### src/rtl/micro_pkg.sv
// Shared definitions for the micro core memory path: widths, frame marker
// and the program-loader state encoding.
package micro_pkg;

  localparam int ADDR_W = 8;
  localparam int WORD_W = 32;

  localparam logic [7:0] SYNC_BYTE_DEFAULT = 8'hA5;

  typedef enum logic [2:0] {
    ST_IDLE,
    ST_ADDR,
    ST_CNT,
    ST_DATA,
    ST_WRITE,
    ST_CSUM
  } state_e;

endpackage

### src/rtl/mem_loader_if.sv
// Byte-stream, memory-write and status bundle of the program loader.
// master = loader side, slave = byte source / memory / core side.
interface mem_loader_if;
  import micro_pkg::*;

  logic              in_valid;
  logic [7:0]        in_data;
  logic              in_ready;
  logic              mem_we;
  logic [ADDR_W-1:0] mem_addr;
  logic [WORD_W-1:0] mem_wdata;
  logic              cpu_hold;
  logic              busy;
  logic              done;
  logic              err;

  modport master (
    input  in_valid, in_data,
    output in_ready, mem_we, mem_addr, mem_wdata, cpu_hold, busy, done, err
  );

  modport slave (
    output in_valid, in_data,
    input  in_ready, mem_we, mem_addr, mem_wdata, cpu_hold, busy, done, err
  );

endinterface

### src/rtl/loader_word_pack.sv
// Little-endian byte-to-word assembler: first byte lands in bits 7:0.
// full pulses together with the load strobe that carries the 4th byte.
module loader_word_pack
  import micro_pkg::*;
(
  input  logic              clk,
  input  logic              rst,
  input  logic              clear,
  input  logic              load,
  input  logic [7:0]        data,
  output logic [WORD_W-1:0] word,
  output logic              full
);

  logic [1:0] idx_q;

  // NOTE: sequential state is assigned with non-blocking <= so every register
  // samples its inputs from before the edge, independent of block ordering.
  always_ff @(posedge clk) begin
    if (rst) begin
      idx_q <= '0;
      word  <= '0;
    end else if (clear) begin
      idx_q <= '0;
    end else if (load) begin
      idx_q <= idx_q + 2'd1;
      word  <= {data, word[WORD_W-1:8]};
    end
  end

  assign full = load && (idx_q == 2'd3);

endmodule

### src/rtl/mem_loader.sv
// Program loader: decodes SYNC/ADDR/CNT/data/CSUM frames into 32-bit memory
// writes and holds the core until a frame loads with a good checksum.
module mem_loader
  import micro_pkg::*;
#(
  parameter logic [7:0] SYNC_BYTE     = SYNC_BYTE_DEFAULT,
  parameter bit         HOLD_AT_RESET = 1'b1
) (
  input logic          clk,
  input logic          rst,
  mem_loader_if.master bus
);

  state_e            state_q, state_d;
  logic              accept;
  logic              write_cycle;
  logic [ADDR_W-1:0] addr_q, last_addr_q;
  logic [7:0]        cnt_q;
  logic [7:0]        csum_q;
  logic [WORD_W-1:0] word, last_wdata_q;
  logic              word_full;
  logic              busy_q, done_q, err_q, hold_q;

  assign accept      = bus.in_valid && bus.in_ready;
  // A write still pending when reset arrives is dropped rather than issued.
  assign write_cycle = (state_q == ST_WRITE) && !rst;

  loader_word_pack u_pack (
    .clk   (clk),
    .rst   (rst),
    .clear (accept && (state_q == ST_CNT)),
    .load  (accept && (state_q == ST_DATA)),
    .data  (bus.in_data),
    .word  (word),
    .full  (word_full)
  );

  always_ff @(posedge clk) begin
    if (rst) state_q <= ST_IDLE;
    else     state_q <= state_d;
  end

  // NOTE: state_d gets a default before the case so no path leaves it
  // unassigned, which would otherwise infer a latch.
  always_comb begin
    state_d = state_q;
    unique case (state_q)
      ST_IDLE:  if (accept && (bus.in_data == SYNC_BYTE)) state_d = ST_ADDR;
      ST_ADDR:  if (accept) state_d = ST_CNT;
      ST_CNT:   if (accept) state_d = (bus.in_data == 8'd0) ? ST_CSUM : ST_DATA;
      ST_DATA:  if (word_full) state_d = ST_WRITE;
      ST_WRITE: state_d = (cnt_q == 8'd1) ? ST_CSUM : ST_DATA;
      ST_CSUM:  if (accept) state_d = ST_IDLE;
      default:  state_d = ST_IDLE;
    endcase
  end

  always_ff @(posedge clk) begin
    if (rst) begin
      addr_q       <= '0;
      cnt_q        <= '0;
      csum_q       <= '0;
      last_addr_q  <= '0;
      last_wdata_q <= '0;
      busy_q       <= 1'b0;
      done_q       <= 1'b0;
      err_q        <= 1'b0;
      hold_q       <= HOLD_AT_RESET;
    end else begin
      unique case (state_q)
        ST_IDLE: if (accept && (bus.in_data == SYNC_BYTE)) begin
          busy_q <= 1'b1;
          hold_q <= 1'b1;
          done_q <= 1'b0;
          err_q  <= 1'b0;
        end
        ST_ADDR: if (accept) begin
          addr_q <= bus.in_data;
          csum_q <= bus.in_data;
        end
        ST_CNT: if (accept) begin
          cnt_q  <= bus.in_data;
          csum_q <= csum_q ^ bus.in_data;
        end
        ST_DATA: if (accept) csum_q <= csum_q ^ bus.in_data;
        ST_WRITE: begin
          last_addr_q  <= addr_q;
          last_wdata_q <= word;
          addr_q       <= addr_q + ADDR_W'(1);
          cnt_q        <= cnt_q - 8'd1;
        end
        ST_CSUM: if (accept) begin
          busy_q <= 1'b0;
          if (csum_q == bus.in_data) begin
            done_q <= 1'b1;
            hold_q <= 1'b0;
          end else begin
            err_q  <= 1'b1;
          end
        end
        default: ;
      endcase
    end
  end

  // Outside the write cycle the memory port shows the last word written.
  assign bus.in_ready  = (state_q != ST_WRITE);
  assign bus.mem_we    = write_cycle;
  assign bus.mem_addr  = write_cycle ? addr_q : last_addr_q;
  assign bus.mem_wdata = write_cycle ? word   : last_wdata_q;
  assign bus.cpu_hold  = hold_q;
  assign bus.busy      = busy_q;
  assign bus.done      = done_q;
  assign bus.err       = err_q;

endmodule

### src/flat_wrapper.sv
// flat-port wrapper written by rule: the top's interface ports become plain ports
module mem_loader_flat import micro_pkg::*;
#(
  parameter logic [7:0] SYNC_BYTE     = SYNC_BYTE_DEFAULT,
  parameter bit         HOLD_AT_RESET = 1'b1
)
  (clk, rst, bus_in_valid, bus_in_data, bus_in_ready, bus_mem_we, bus_mem_addr, bus_mem_wdata, bus_cpu_hold, bus_busy, bus_done, bus_err);
  mem_loader_if bus_i ();
  input logic clk;
  input logic rst;
  input wire logic [$bits(bus_i.in_valid)-1:0] bus_in_valid;
  input wire logic [$bits(bus_i.in_data)-1:0] bus_in_data;
  output wire logic [$bits(bus_i.in_ready)-1:0] bus_in_ready;
  output wire logic [$bits(bus_i.mem_we)-1:0] bus_mem_we;
  output wire logic [$bits(bus_i.mem_addr)-1:0] bus_mem_addr;
  output wire logic [$bits(bus_i.mem_wdata)-1:0] bus_mem_wdata;
  output wire logic [$bits(bus_i.cpu_hold)-1:0] bus_cpu_hold;
  output wire logic [$bits(bus_i.busy)-1:0] bus_busy;
  output wire logic [$bits(bus_i.done)-1:0] bus_done;
  output wire logic [$bits(bus_i.err)-1:0] bus_err;
  assign bus_i.in_valid = bus_in_valid;
  assign bus_i.in_data = bus_in_data;
  assign bus_in_ready = bus_i.in_ready;
  assign bus_mem_we = bus_i.mem_we;
  assign bus_mem_addr = bus_i.mem_addr;
  assign bus_mem_wdata = bus_i.mem_wdata;
  assign bus_cpu_hold = bus_i.cpu_hold;
  assign bus_busy = bus_i.busy;
  assign bus_done = bus_i.done;
  assign bus_err = bus_i.err;
  mem_loader #(.SYNC_BYTE(SYNC_BYTE), .HOLD_AT_RESET(HOLD_AT_RESET)) u_core (.clk(clk), .rst(rst), .bus(bus_i));
endmodule
### config.mk
export PLATFORM = sky130hd
export DESIGN_NAME = mem_loader_flat
export DESIGN_NICKNAME = d
export VERILOG_FILES = /design/src/rtl/micro_pkg.sv /design/src/rtl/mem_loader_if.sv /design/src/rtl/loader_word_pack.sv /design/src/rtl/mem_loader.sv /design/src/flat_wrapper.sv
export SDC_FILE = /design/constraint.sdc
export NUM_CORES = 1
export LEC_CHECK = 0
export ABC_AREA = 1
export ABC_CLOCK_PERIOD_IN_PS = 3000
export BUFFER_PORTS_ARGS = -buffer_cell sky130_fd_sc_hd__buf_2
export CELL_PAD_IN_SITES_DETAIL_PLACEMENT = 1
export CELL_PAD_IN_SITES_GLOBAL_PLACEMENT = 1
export CORE_MARGIN = 5
export CORE_UTILIZATION = 45
export CTS_CLUSTER_SIZE = 14
export DETAILED_ROUTE_END_ITERATION = 6
export PLACE_DENSITY_LB_ADDON = 0.1
export SLEW_MARGIN = 20
export SYNTH_ARGS = -nofsm -noshare
export SYNTH_HDL_FRONTEND = slang
export SYNTH_HIERARCHICAL = 1
export SYNTH_SLANG_ARGS = --single-unit
### constraint.sdc
create_clock -name clk -period 3 [get_ports clk]
set_clock_uncertainty 0.15 [all_clocks]
set_input_delay 0.15 -clock clk [delete_from_list [all_inputs] [get_ports clk]]
set_output_delay 0.15 -clock clk [all_outputs]
set_load 0.01 [all_outputs]
==> results.yml <==
status:
  status: "complete, no violations"
setup_path:
  path_buf_inv: 3
  slowest_stage: "buf_4"
  path_max_fanout: 50
  cp.arrival_ns: 2.18
  rr_worst_depth: 9
  cp-start-kind: "flip-flop"
  critPathKind: "flip-flop to output pin"
  reg2reg_from: "u_core/state_q[1]"
  cp.required_ns: 2.70
  critPathTopFamily: "buffers and inverters"
  cp.depth: 7
  end_kind: "output pin"
  max_stage_delay_ns: 0.42
  ff2ff_setup_slack_ns: 0.68
  cp_cell_sequence: "inv_2 > nand3_4 > nor2_4 > buf_4 > nand2_1 > o21ai_0 > buf_2"
  reg2reg_to: "u_core/u_pack/word[3]"
yosys:
  yosysMostFrequentCell: "nand2_1"
  yosysWarnings: 6
  ys_top_cells_by_count: "143 x nand2_1, 111 x inv_1, 105 x dfxtp_1, 90 x nor2_1, 73 x o21ai_0"
  synthArstFlopShare_pct: 0
  synth.avg_cell_area_um2: 6.922
  synth_area_um2: 4984
  netlist.area_leader.share_pct: 42.18
  ys_types: 39
  synth.net_count: 735
  ys_top_cells_by_area: "dfxtp_1 42%, nand2_1 11%, inv_1 8.4%"
  synth-seq-cells: 105
  synth_top_cell_by_area: "dfxtp_1"
  synth_edf_count: 0
  yosys_most_used_dff: "dfxtp_1"
  syn_inst: 720
  yosysSeqAreaShare_pct: 42.18
cells_and_area:
  nNetsFinal: 777
  final_layout_size_suffix_gt1_share_pct: 13.05
  syn2layout_area_growth_pct: 10.34
  antenna_cells: 0
worst_hold_path:
  hold_end: "u_core/u_pack/word[25]"
  hold_class: "input pin to flip-flop"
  hp-start: "bus_in_data[1]"
  hold_path_depth: 5
detailed_routing:
  final_antenna_net_count: 0
  vias: 4581
  routed_wl_mm: 12.70
  drtIter0Drc: 197
  routedWlPerCell_um: 14.02
  drc_errors: 0
  viasPerCell: 5.056
  drt-pass1-iter-count: 4
sta:
  setup_violations: 0
  fin_crit_ns: 2.482
  rsz0062_at_grt: "no"
  tns_ns: 0
  drv_slew: 0
  hold_slack_ns: 0.01509
  hold_viol: 0
  fmax_mhz: 403.0
  tightestPinTransition_ns: 1.007
  period_share_pct: 82.72
  slew_headroom_pct: 32.80
floorplanning:
  fp.dieW_um: 115.2
  die_h_um: 115.2
  core_um2: 10840
  rows: 38
  initial_core_util_pct: 45.97
  pin_count: 57
  die_area_um2: 13280
clocking:
  cts-root-buf: "clkbuf_8"
  clockBufferDepth: 2
  numCtsBuffers: 9
  cts-resized-gates: 0
  clkSinkCount: 105
  clk_latency_ns: 0.37
  h-tree-depth: 3
  cts_tree: "yes"
  clk_pin_slew_ns: 0.10
power:
  p_switching_uw: 765.9
  clkPwrFrac_pct: 30.7
  p_seq_share_pct: 55.6
  comb_power_share_pct: 13.7
  finalPower_uw: 2644
  powerDensity_nw_per_um2: 480.9
  worst_ir_drop_vdd_mv: 0.2254
  cellInternalPower_uw: 1878
  p_leak_uw: 0.002320
  p_sw_share_pct: 28.96
placed_design:
  gp_congestion: 0.8784
  port_buffers: 56
  hpwl_mm: 9.301
grt:
  grt_max_degree: 51
  grt-ovfl-total: 0
  grt.total_usage_pct: 20.04
  antenna_found_initial: 0
  grt_pass1_vias: 4604
  grt_pass1_wl_mm: 21.76
run:
  drv_cap: 0
metal layers:
layer / global-route usage (%) / part of all wire (%) / vias up
met5: 0 / 0 / -
met4: 7.199 / 1.8 / 0
met3: 2.947 / 2.8 / 18
met2: 34.41 / 48 / 57
met1: 25.55 / 47 / 2168
li1: - / - / 2338
how the worst max path moves through the flow:
stage | start | to | slack (ns)
2_1_floorplan | u_core/state_q[1] | u_core/state_q[2] | 1.07
3_3_place_gp | u_core/state_q[1] | u_core/u_pack/word[4] | 0.84
3_5_place_dp | u_core/state_q[1] | u_core/u_pack/word[3] | 0.72
4_1_cts | u_core/state_q[0] | bus_mem_wdata[8] | 0.50
5_1_grt | u_core/state_q[0] | bus_mem_addr[3] | 0.29
6_report | u_core/state_q[0] | bus_mem_wdata[0] | 0.52
logic make-up after synthesis:
family / Yosys count / synth area share (%)
AND/OR/NAND/NOR: 309 / 27.06
buffers and inverters: 152 / 12.75
AO/OA/AOI/OAI: 136 / 14.54
flip-flops: 105 / 42.18
XOR/XNOR: 14 / 2.461
adder cells (fa/ha/maj): 4 / 1.004
worst min-delay path, stage by stage:
cell	delay (ns)
buf_2	0.13
inv_1	0.05
nand3_1	0.07
nand2_1	0.07
nor2_1	0.03
per-stage QoR:
stage	cells	utilization [%]	area (um2)	setup slack, ns
floorplan	720	-	4984	1.070
global placement	890	49.07	5319	0.8396
detailed placement	890	49.07	5319	0.7206
CTS	906	50.73	5499	0.4990
global route	906	50.73	5499	0.2869
finish	906	50.73	5499	0.5183
final cells by class:
cell class,count,area [um2]
inverter,120,450.4
fill,1469,5341
clock buffer,11,141.4
tap,140,175.2
clock inverter,4,28.78
multi-input combinational,463,2253
sequential,105,2102
timing repair buffer,63,347.8
cells in the final DEF (no fill, tap or decap), types with 2 or more instances in the layout:
cell / n
o22ai_1: 9
dfxtp_1: 105
inv_1: 111
nand2_1: 143
nor2_4: 4
buf_2: 56
nor3b_1: 7
xnor2_1: 6
nand4_1: 4
o21ai_0: 73
ha_1: 4
a22o_1: 2
nor2_1: 89
xor2_1: 8
nand2_4: 3
nand3_1: 43
clkbuf_8: 10
clkinvlp_4: 2
a21oi_1: 18
o21ai_1: 26
nand2_2: 2
nor4_1: 3
inv_2: 8
buf_4: 5
nor3_1: 6
a31oi_1: 2
power groups by stage:
stage                     Clock, uW  Sequential [uW]  Combinational (uW)
after floorplan                   0             1500                 269
after global placement            0             1500                 343
after detailed placement          0             1500                 360
after CTS                       832             1470                 363
after global routing            899             1480                 408
final                           812             1470                 362
state kept, by name, summed over array words and instances (netlist names):
signal               cells
u_core/addr_q            8
u_core/bus.busy          1
u_core/bus.cpu_hold      1
u_core/bus.done          1
u_core/bus.err           1
u_core/cnt_q             8
u_core/csum_q            8
u_core/last_addr_q       8
u_core/last_wdata_q     32
u_core/state_q           3
u_core/u_pack/idx_q      2
u_core/u_pack/word      32
timing repair:
action | CTS | global route
hold buffers | 1 | 0
hold endpoints to repair | 1 | 0
buffers inserted | 0 | 0
(Power assumes the default switching activity.)
